===== src/rtl/regfile_wr_arbiter.sv =====
// regfile_wr_arbiter
// Shares the register file's single write port between the in-order pipeline
// writeback (port A, fixed priority, no backpressure) and a long-latency unit
// (port B). Port B writes are buffered in a DEPTH-entry FIFO and drained into
// cycles where A does not write. Busy flags tell decode whether a read
// target still has a buffered B write pending.
//
// Optional feature macro: WRARB_STARVE_EN
//   defined   -> 8-bit starvation counter drives stall_req
//   undefined -> no counter, stall_req tied low, B waits behind A indefinitely
//
// Ports
//   clk, rst                     clock, asynchronous active-high reset
//   a_we, a_waddr, a_wdata       pipeline writeback request (priority)
//   b_valid, b_ready             port B handshake
//   b_waddr, b_wdata             port B write request
//   we, waddr, wdata             register file write port (combinational)
//   re1, raddr1, re2, raddr2     decode read requests
//   busy1, busy2                 read target has a buffered B write
//   stall_req                    starvation stall request
//   b_count                      FIFO occupancy
module regfile_wr_arbiter #(
  parameter int DEPTH        = 4,
  parameter int STARVE_LIMIT = 8
) (
  input  logic                     clk,
  input  logic                     rst,
  input  logic                     a_we,
  input  logic [4:0]               a_waddr,
  input  logic [31:0]              a_wdata,
  input  logic                     b_valid,
  output logic                     b_ready,
  input  logic [4:0]               b_waddr,
  input  logic [31:0]              b_wdata,
  output logic                     we,
  output logic [4:0]               waddr,
  output logic [31:0]              wdata,
  input  logic                     re1,
  input  logic [4:0]               raddr1,
  input  logic                     re2,
  input  logic [4:0]               raddr2,
  output logic                     busy1,
  output logic                     busy2,
  output logic                     stall_req,
  output logic [$clog2(DEPTH):0]   b_count
);

  localparam int              AW       = $clog2(DEPTH);
  localparam logic [AW:0]     CNT_FULL = (AW+1)'(DEPTH);
  localparam logic [AW:0]     CNT_ONE  = (AW+1)'(1);

  logic [4:0]       fifo_addr [DEPTH];
  logic [31:0]      fifo_data [DEPTH];
  logic [DEPTH-1:0] vld;
  logic [AW-1:0]    rd_ptr;
  logic [AW-1:0]    wr_ptr;

  logic a_req;
  logic fifo_empty;
  logic pop;
  logic push;

  // A write to $0 is architecturally a no-op, so it does not claim the port.
  assign a_req      = a_we && (a_waddr != 5'd0);
  assign fifo_empty = (b_count == '0);
  assign pop        = !a_req && !fifo_empty && !rst;
  // Ready looks only at registered occupancy (and reset), never at b_valid/a_we.
  assign b_ready    = !rst && (b_count < CNT_FULL);
  // A $0 handshake completes but stores nothing.
  assign push       = b_valid && b_ready && (b_waddr != 5'd0);

  // Write port mux: A wins, otherwise the FIFO head, otherwise idle.
  always_comb begin
    we    = 1'b0;
    waddr = 5'd0;
    wdata = 32'd0;
    if (rst) begin
      we    = 1'b0;
    end else if (a_req) begin
      we    = 1'b1;
      waddr = a_waddr;
      wdata = a_wdata;
    end else if (!fifo_empty) begin
      we    = 1'b1;
      waddr = fifo_addr[rd_ptr];
      wdata = fifo_data[rd_ptr];
    end else begin
      we    = 1'b0;
    end
  end

  // FIFO payload storage; validity is tracked separately so no reset is needed.
  always_ff @(posedge clk) begin
    if (push) begin
      fifo_addr[wr_ptr] <= b_waddr;
      fifo_data[wr_ptr] <= b_wdata;
    end
  end

  // FIFO pointers, occupancy and per-entry valid bits.
  always_ff @(posedge clk or posedge rst) begin
    if (rst) begin
      rd_ptr  <= '0;
      wr_ptr  <= '0;
      b_count <= '0;
      vld     <= '0;
    end else begin
      // Push and pop never target the same slot: pop needs non-empty,
      // push needs non-full.
      if (pop) begin
        vld[rd_ptr] <= 1'b0;
        rd_ptr      <= rd_ptr + 1'b1;
      end
      if (push) begin
        vld[wr_ptr] <= 1'b1;
        wr_ptr      <= wr_ptr + 1'b1;
      end
      case ({push, pop})
        2'b10:   b_count <= b_count + CNT_ONE;
        2'b01:   b_count <= b_count - CNT_ONE;
        default: b_count <= b_count;
      endcase
    end
  end

  // Busy flags: any valid entry (including the head being written now) matches.
  always_comb begin
    busy1 = 1'b0;
    busy2 = 1'b0;
    for (int i = 0; i < DEPTH; i++) begin
      if (vld[i] && (fifo_addr[i] == raddr1)) begin
        busy1 = 1'b1;
      end else begin
        busy1 = busy1;
      end
      if (vld[i] && (fifo_addr[i] == raddr2)) begin
        busy2 = 1'b1;
      end else begin
        busy2 = busy2;
      end
    end
    if (!re1 || (raddr1 == 5'd0)) begin
      busy1 = 1'b0;
    end else begin
      busy1 = busy1;
    end
    if (!re2 || (raddr2 == 5'd0)) begin
      busy2 = 1'b0;
    end else begin
      busy2 = busy2;
    end
  end

`ifdef WRARB_STARVE_EN
  localparam logic [7:0] LIMIT = 8'(STARVE_LIMIT);
  logic [7:0] starve_cnt;

  // Starvation counter: counts consecutive cycles where B has data but A
  // holds the port; saturates at the limit.
  always_ff @(posedge clk or posedge rst) begin
    if (rst) begin
      starve_cnt <= 8'd0;
    end else if (fifo_empty || pop) begin
      starve_cnt <= 8'd0;
    end else if (starve_cnt != LIMIT) begin
      starve_cnt <= starve_cnt + 8'd1;
    end else begin
      starve_cnt <= starve_cnt;
    end
  end

  assign stall_req = (starve_cnt == LIMIT);
`else
  assign stall_req = 1'b0;
`endif

endmodule


===== config.mk =====
export PLATFORM = sky130hd
export DESIGN_NAME = regfile_wr_arbiter
export DESIGN_NICKNAME = d
export VERILOG_FILES = /design/src/rtl/regfile_wr_arbiter.sv
export SDC_FILE = /design/constraint.sdc
export NUM_CORES = 1
export LEC_CHECK = 0
export CORE_UTILIZATION = 47
export DETAILED_ROUTE_END_ITERATION = 8
export HOLD_SLACK_MARGIN = 0.05
export PLACE_DENSITY = 0.79
export SLEW_MARGIN = 20
export SYNTH_ARGS = -nofsm -noshare
export SYNTH_HDL_FRONTEND = slang
export SYNTH_SLANG_ARGS = --single-unit
export TNS_END_PERCENT = 100

===== constraint.sdc =====
create_clock -name clk -period 2.1 [get_ports clk]
set_input_delay 0.42 -clock clk [delete_from_list [all_inputs] [get_ports clk]]
set_output_delay 0.42 -clock clk [all_outputs]
set_load 0.1 [all_outputs]

After elaboration in Yosys (flattened, before gate mapping)
Memories as Yosys holds them, arrays and structs flattened.
Index checks and enable logic that the tools add are counted.
- mux-type cells: 28
- $add $sub $neg: 4
- reductions and logical operators: 29
- multipliers: 0
- bitwise logic cells: 3
- eq/ne operators: 10
- div/mod/pow operators: 0
- magnitude comparators: 5
- shift operators: 0
- operators by type and width (kind ; number):
    two-way mux 32 bit ; 3
    equality test 5 bit ; 8
    two-way mux 1 bit ; 17
    logical AND 1 bit ; 16
    two-way mux 5 bit ; 3
    logical NOT 5 bit ; 2
    nonzero test 5 bit ; 2
    two-way mux 4 bit ; 2
    < comparator 2 x 3 -> 1 bit (second input constant) ; 2
    one-hot mux 3 bit (2 select lines) ; 1
    logical NOT 1 bit ; 5
    adder 2 x 1 -> 2 bit (second input constant) ; 2
    AND 4 bit ; 1
    demux 1 bit (select 2 bit) ; 2
    >= comparator 2 x 1 -> 1 bit (second input constant) ; 2
    inverter 4 bit ; 1
    OR 4 bit ; 1
    adder 3 x 1 -> 3 bit (second input constant) ; 1
    logical NOT 3 bit ; 1
    < comparator 3 bit (second input constant) ; 1
    subtractor 3 x 1 -> 3 bit (second input constant) ; 1
    equality test 2 x 1 -> 1 bit (second input constant) ; 1
    equality test 2 bit (second input constant) ; 1
    logical OR 1 bit ; 2
    nonzero test 2 bit ; 1
- register bits after elaboration: 11
- memory bits (read-only): 0
- logic and storage cells: 85
- bits in writable memories: 148
- output and inout bits: 45
- input bits: 90
- bits in latches: 0
- memories: 2
- memory list (name ; depth ; bits a word ; read ports ; clocked after Yosys merged registers in ; write ports ; RTL line ; RTL):
    fifo_data ; 4 ; 32 ; 1 ; 0 ; 1 ; 53 ; logic [31:0] fifo_data [DEPTH];
    fifo_addr ; 4 ; 5 ; 5 ; 0 ; 1 ; 52 ; logic [4:0] fifo_addr [DEPTH];

Longest topological paths before layout
- depth after elaboration: 9
- depth in mapped cells: 11
- gate-level depth less buffers: 10

Worst setup path before layout
No wires, ideal clock.
- path type: register to register
- start: reg b_count[2]
- end: mem fifo_addr[0][0], enable pin
- setup time: 0.399 ns
- required time: 1.701 ns
- slack: -1.997 ns
- cell stages (with the launch flop): 5
- path buffers: 0
- data arrival time: 3.699 ns
- period minus slack after synthesis: 4.097 ns
- cells stage by stage: dfrtp_1 nor2_1 nand2_1 a21oi_1 and2_1
- word-level cells in the longest chain between the ends: 6
- RTL lines (what ; RTL line ; RTL):
    from (decl) ; 45 ; output logic [$clog2(DEPTH):0] b_count
    from (signal assigned) ; 119 ; 2'b10: b_count <= b_count + CNT_ONE;
    from (signal assigned) ; 120 ; 2'b01: b_count <= b_count - CNT_ONE;
    from (signal assigned) ; 121 ; default: b_count <= b_count;
    < comparator 3 bit ; 68 ; assign b_ready = !rst && (b_count < CNT_FULL);
    logical AND 1 bit ; 68 ;
    named net b_ready ; 32 ; output logic b_ready,
    logical AND 1 bit (2 in a row) ; 70 ; assign push = b_valid && b_ready && (b_waddr != 5'd0);
    two-way mux 1 bit ; 94 ; if (push) begin
    two-way mux 1 bit (implied by the code) ; 95 ; fifo_addr[wr_ptr] <= b_waddr;
    to (decl) ; 52 ;
The timed path passes the listed nets, and every way through them passes these cells.

Worst setup path in the final report
- start: in a_waddr[1]
- end: out waddr[3]
- word-level cells in the longest chain between the ends: 4
- RTL lines (what ; RTL line ; RTL):
    from (decl) ; 29 ; input logic [4:0] a_waddr,
    nonzero test 5 bit ; 64 ; assign a_req = a_we && (a_waddr != 5'd0);
    logical AND 1 bit ; 64 ;
    two-way mux 5 bit ; 79 ; end else if (a_req) begin
    two-way mux 5 bit ; 77 ; if (rst) begin
    to (decl) ; 36 ; output logic [4:0] waddr,
No other way between the ends.

==> summary.md <==
| Metric | Value |
|---|---|
| Status | finished with violations |
| Failing checks | negative setup slack |
| 1st-iter DRT viols | 375 |
| Largest net degree at the start of global routing | 23 |
| Longest Clk Path Bufs | 2 |
| IO Pins | 135 |
| Maximum VDD drop | 0.744 mV |
| Most area-consuming cells after synthesis | edfxtp_1 64%, mux4_2 12%, a22o_1 4.4%, xor2_1 4.3%, dfrtp_1 4.0% |
| Filler cells | 784 |
| Post-synth EDFFs | 148 |
| CP max stage delay | 0.55 ns |
| Register area share after synthesis | 68.2% |
| Share of layout cells above drive strength 1 | 42.9% |
| Via/cell ratio | 5.59 |
| Crit. End Element | output port |
| Yosys warns | 0 |
| Post-Route Skew | 0.00758 ns |
| CP Max Fanout | 8 |
| Yosys top cell area share | 64.3% |
| Rows | 43 |
| Post-synth ARST share | 6.92% |
| # DRC | 0 |
| Distinct cell type count after synthesis | 33 |
| Drt total wl | 17.3 mm |
| Clk root buf | clkbuf_16 |
| Vias in the first global route | 4,636 |
| Gr ovfl total | 0 |
| DP Wirelength | 11.3 mm |
| H-tree levels | 4 |
| Syn_area_per_cell | 18.2 sq um |
| Antenna-violating nets left | 0 |
| Max-slew violation count | 0 |
| GPL Wtd Cong | 0.959 |
| Clk Latency, worst-skew pair | 0.42 ns |
| Max cap viols | 0 |
| Clk sink count | 159 |
| Syn-to-layout area delta | 51.9% |
| Worst hold path type | reg2reg |
| Mapped Area | 0.00692 sq mm |
| Post-synth top area cell | edfxtp_1 |
| Clock transition at path regs | 0.06 ns |
| Antenna violations before repair | 0 |
| Pleak | 3.88 nW |
| Antenna fix cells | 0 |
| Core Footprint | 0.0141 sq mm |
| Power Dens Cells | 1170 mW/mm^2 |
| Total track usage | 24.4% |
| Fmax | 394 MHz |
| Critical path class | in2out |
| Post-placement setup slack | -0.927 ns |
| First-pass GRT wire length | 26.1 mm |
| Most used DFF post-synth | edfxtp_1 |
| Min Tclk post-route | 2.54 ns |
| CTS Hold Buffers Added | 0 |
| Nets | 681 |
| Starting Density | 49.1% |
| Final period utilization | 121% |
| Post-DR wirelength/cell | 22.3 microns |
| Full die area | 0.0152 sq mm |
| TritonCTS clock tree | built |
| Pre-antenna DRT Iters | 4 |
| Die W | 123 microns |
| Syn_nets | 479 |
| Synthesized instance count | 379 |
| Num CTS Buffers | 17 |
| Synth Register Bits | 159 |
| Req. time, crit path | 1.68 ns |
| I/O Buffers | 133 |
| Worst Slack Setup Final | -0.438 ns |
| Critical Path Start Type | input port |
| CP Data Arrival Time | 2.12 ns |
| Final Hold Viols | 0 |
| RSZ-0062 raised after global routing | yes |
| Vert. Die Dim | 123 microns |
| Fin util | 74.5% |
| Vias post-DR | 4,326 |
| Crit-path cells | buf_6, or4_4, o21a_4, nor3_4, buf_6, buf_12, a32o_2, buf_12 |
| # setup viols final | 42 |
| Slowest CP cell | or4_4 |
## synthesized netlist by cell type (all sizes together) (3+ instances only)
master  count
buf        12
or4         3
nand2       8
nor2        5
xnor2      11
nand3       4
xor2       34
edfxtp    148
o21ai       5
a21o        4
dfrtp      11
a31oi       4
nor3        3
clkbuf     15
and2        4
ha          9
inv         9
nor4        8
mux4       37
a22o       35
## through the flow
step | std cells | setup TNS (ns) | hold slack (ns) | cell area, sq um | total power [mW]
2_1_floorplan | 379 | -39.77 | 0.456 | 7350 | 7.40
3_3_place_gp | 726 | -57.07 | 0.491 | 9690 | 9.14
3_5_place_dp | 726 | -66.93 | 0.507 | 9690 | 9.23
4_1_cts | 771 | -17.04 | 0.513 | 10500 | 12.3
5_1_grt | 774 | -18.08 | 0.547 | 10500 | 12.7
6_report | 774 | -15.89 | 0.522 | 10500 | 12.3
## power breakdown
part | total (mW) | internal [mW] | switching, mW
logic | 5.41 | 2.44 | 2.97
clock network | 2.79 | 1.62 | 1.17
registers | 4.06 | 3.83 | 0.236
total | 12.3 | 7.88 | 4.38
## worst max-delay path: cells and delay by family
kind            cells  cell delay (ns)
compound gates      2             0.41
buf+inv             4             0.60
simple gates        2             0.69
## worst paths after layout
| path | from | to | slack [ns] | depth (start not counted) |
|---|---|---|---|---|
| setup / recovery | a_waddr[1] | waddr[3] | -0.44 | 8 |
| hold / removal | b_count[0] | b_count[0] | 0.52 | 1 |
| setup reg to reg | b_count[0] | b_count[2] | 0.05 | 11 |
| hold reg to reg | b_count[0] | b_count[0] | 0.52 | 1 |
| max in group asynchronous | rst | b_count[2] | 1.28 | 4 |
| min in group asynchronous | rst | vld[2] | 0.64 | 4 |
## sequential cells by signal, indices dropped and copies added (netlist names)
name	cells
fifo_data	128
b_count	3
rd_ptr	2
wr_ptr	2
fifo_addr	20
vld	4
## what timing repair did
| item | 4_1_cts | 5_1_grt |
|---|---|---|
| endpoints found under the setup margin | 46 | 42 |
| pin swaps | 39 | 18 |
| resized for setup | 45 | 13 |
| setup buffers | 9 | 6 |
| cloned | 4 | 0 |
## metal layers
layer	vias up	share of wire [%]	track usage, %
met5	-	0	0
met4	0	2.9	11.1
met3	39	5.3	5.81
met2	164	53	41.7
met1	2200	38	29.3
li1	1923	-	-
## logic make-up after synthesis
logic type | synth area share [%]
other cells | 0.0542
xor+xnor | 5.70
simple gates | 2.97
compound gates | 6.11
fa+ha+maj | 1.92
flops | 68.2
buf+inv | 2.82
mux | 12.2
## final cells by class
type | count | area [sq um] | share of cell area [%]
multi-input combinational | 184 | 2450 | 23.3
clock inverter | 11 | 92.6 | 0.881
inverter | 9 | 33.8 | 0.322
sequential | 159 | 4730 | 45.0
tap | 180 | 225 | 2.14
timing repair buffer | 210 | 2530 | 24.1
clock buffer | 21 | 440 | 4.19
## placed cells by master, fill, tap and decap left out, types with 2 or more instances in the layout
master             n
a21o_1             4
a22o_4            35
a31oi_1            2
a31oi_4            2
and2_4             4
and3_1             2
buf_12            56
buf_2              2
buf_4             57
buf_6              8
clkbuf_1           4
clkbuf_16         17
clkdlybuf4s50_1   74
clkinv_1           2
clkinv_2           3
clkinvlp_4         3
dfrtp_1            6
dfrtp_2            4
dlygate4sd2_1     10
edfxtp_1         148
ha_1               8
inv_1              7
inv_2              2
mux4_2            37
nand2_1            6
nand2_2            2
nand3_1            4
nor2_1             2
nor2_4             3
nor4_1             5
nor4_2             3
o21ai_0            2
o21ai_1            2
or4_1              2
xnor2_1           11
xor2_1            34
No activity file was read; power rests on OpenSTA's default activity.
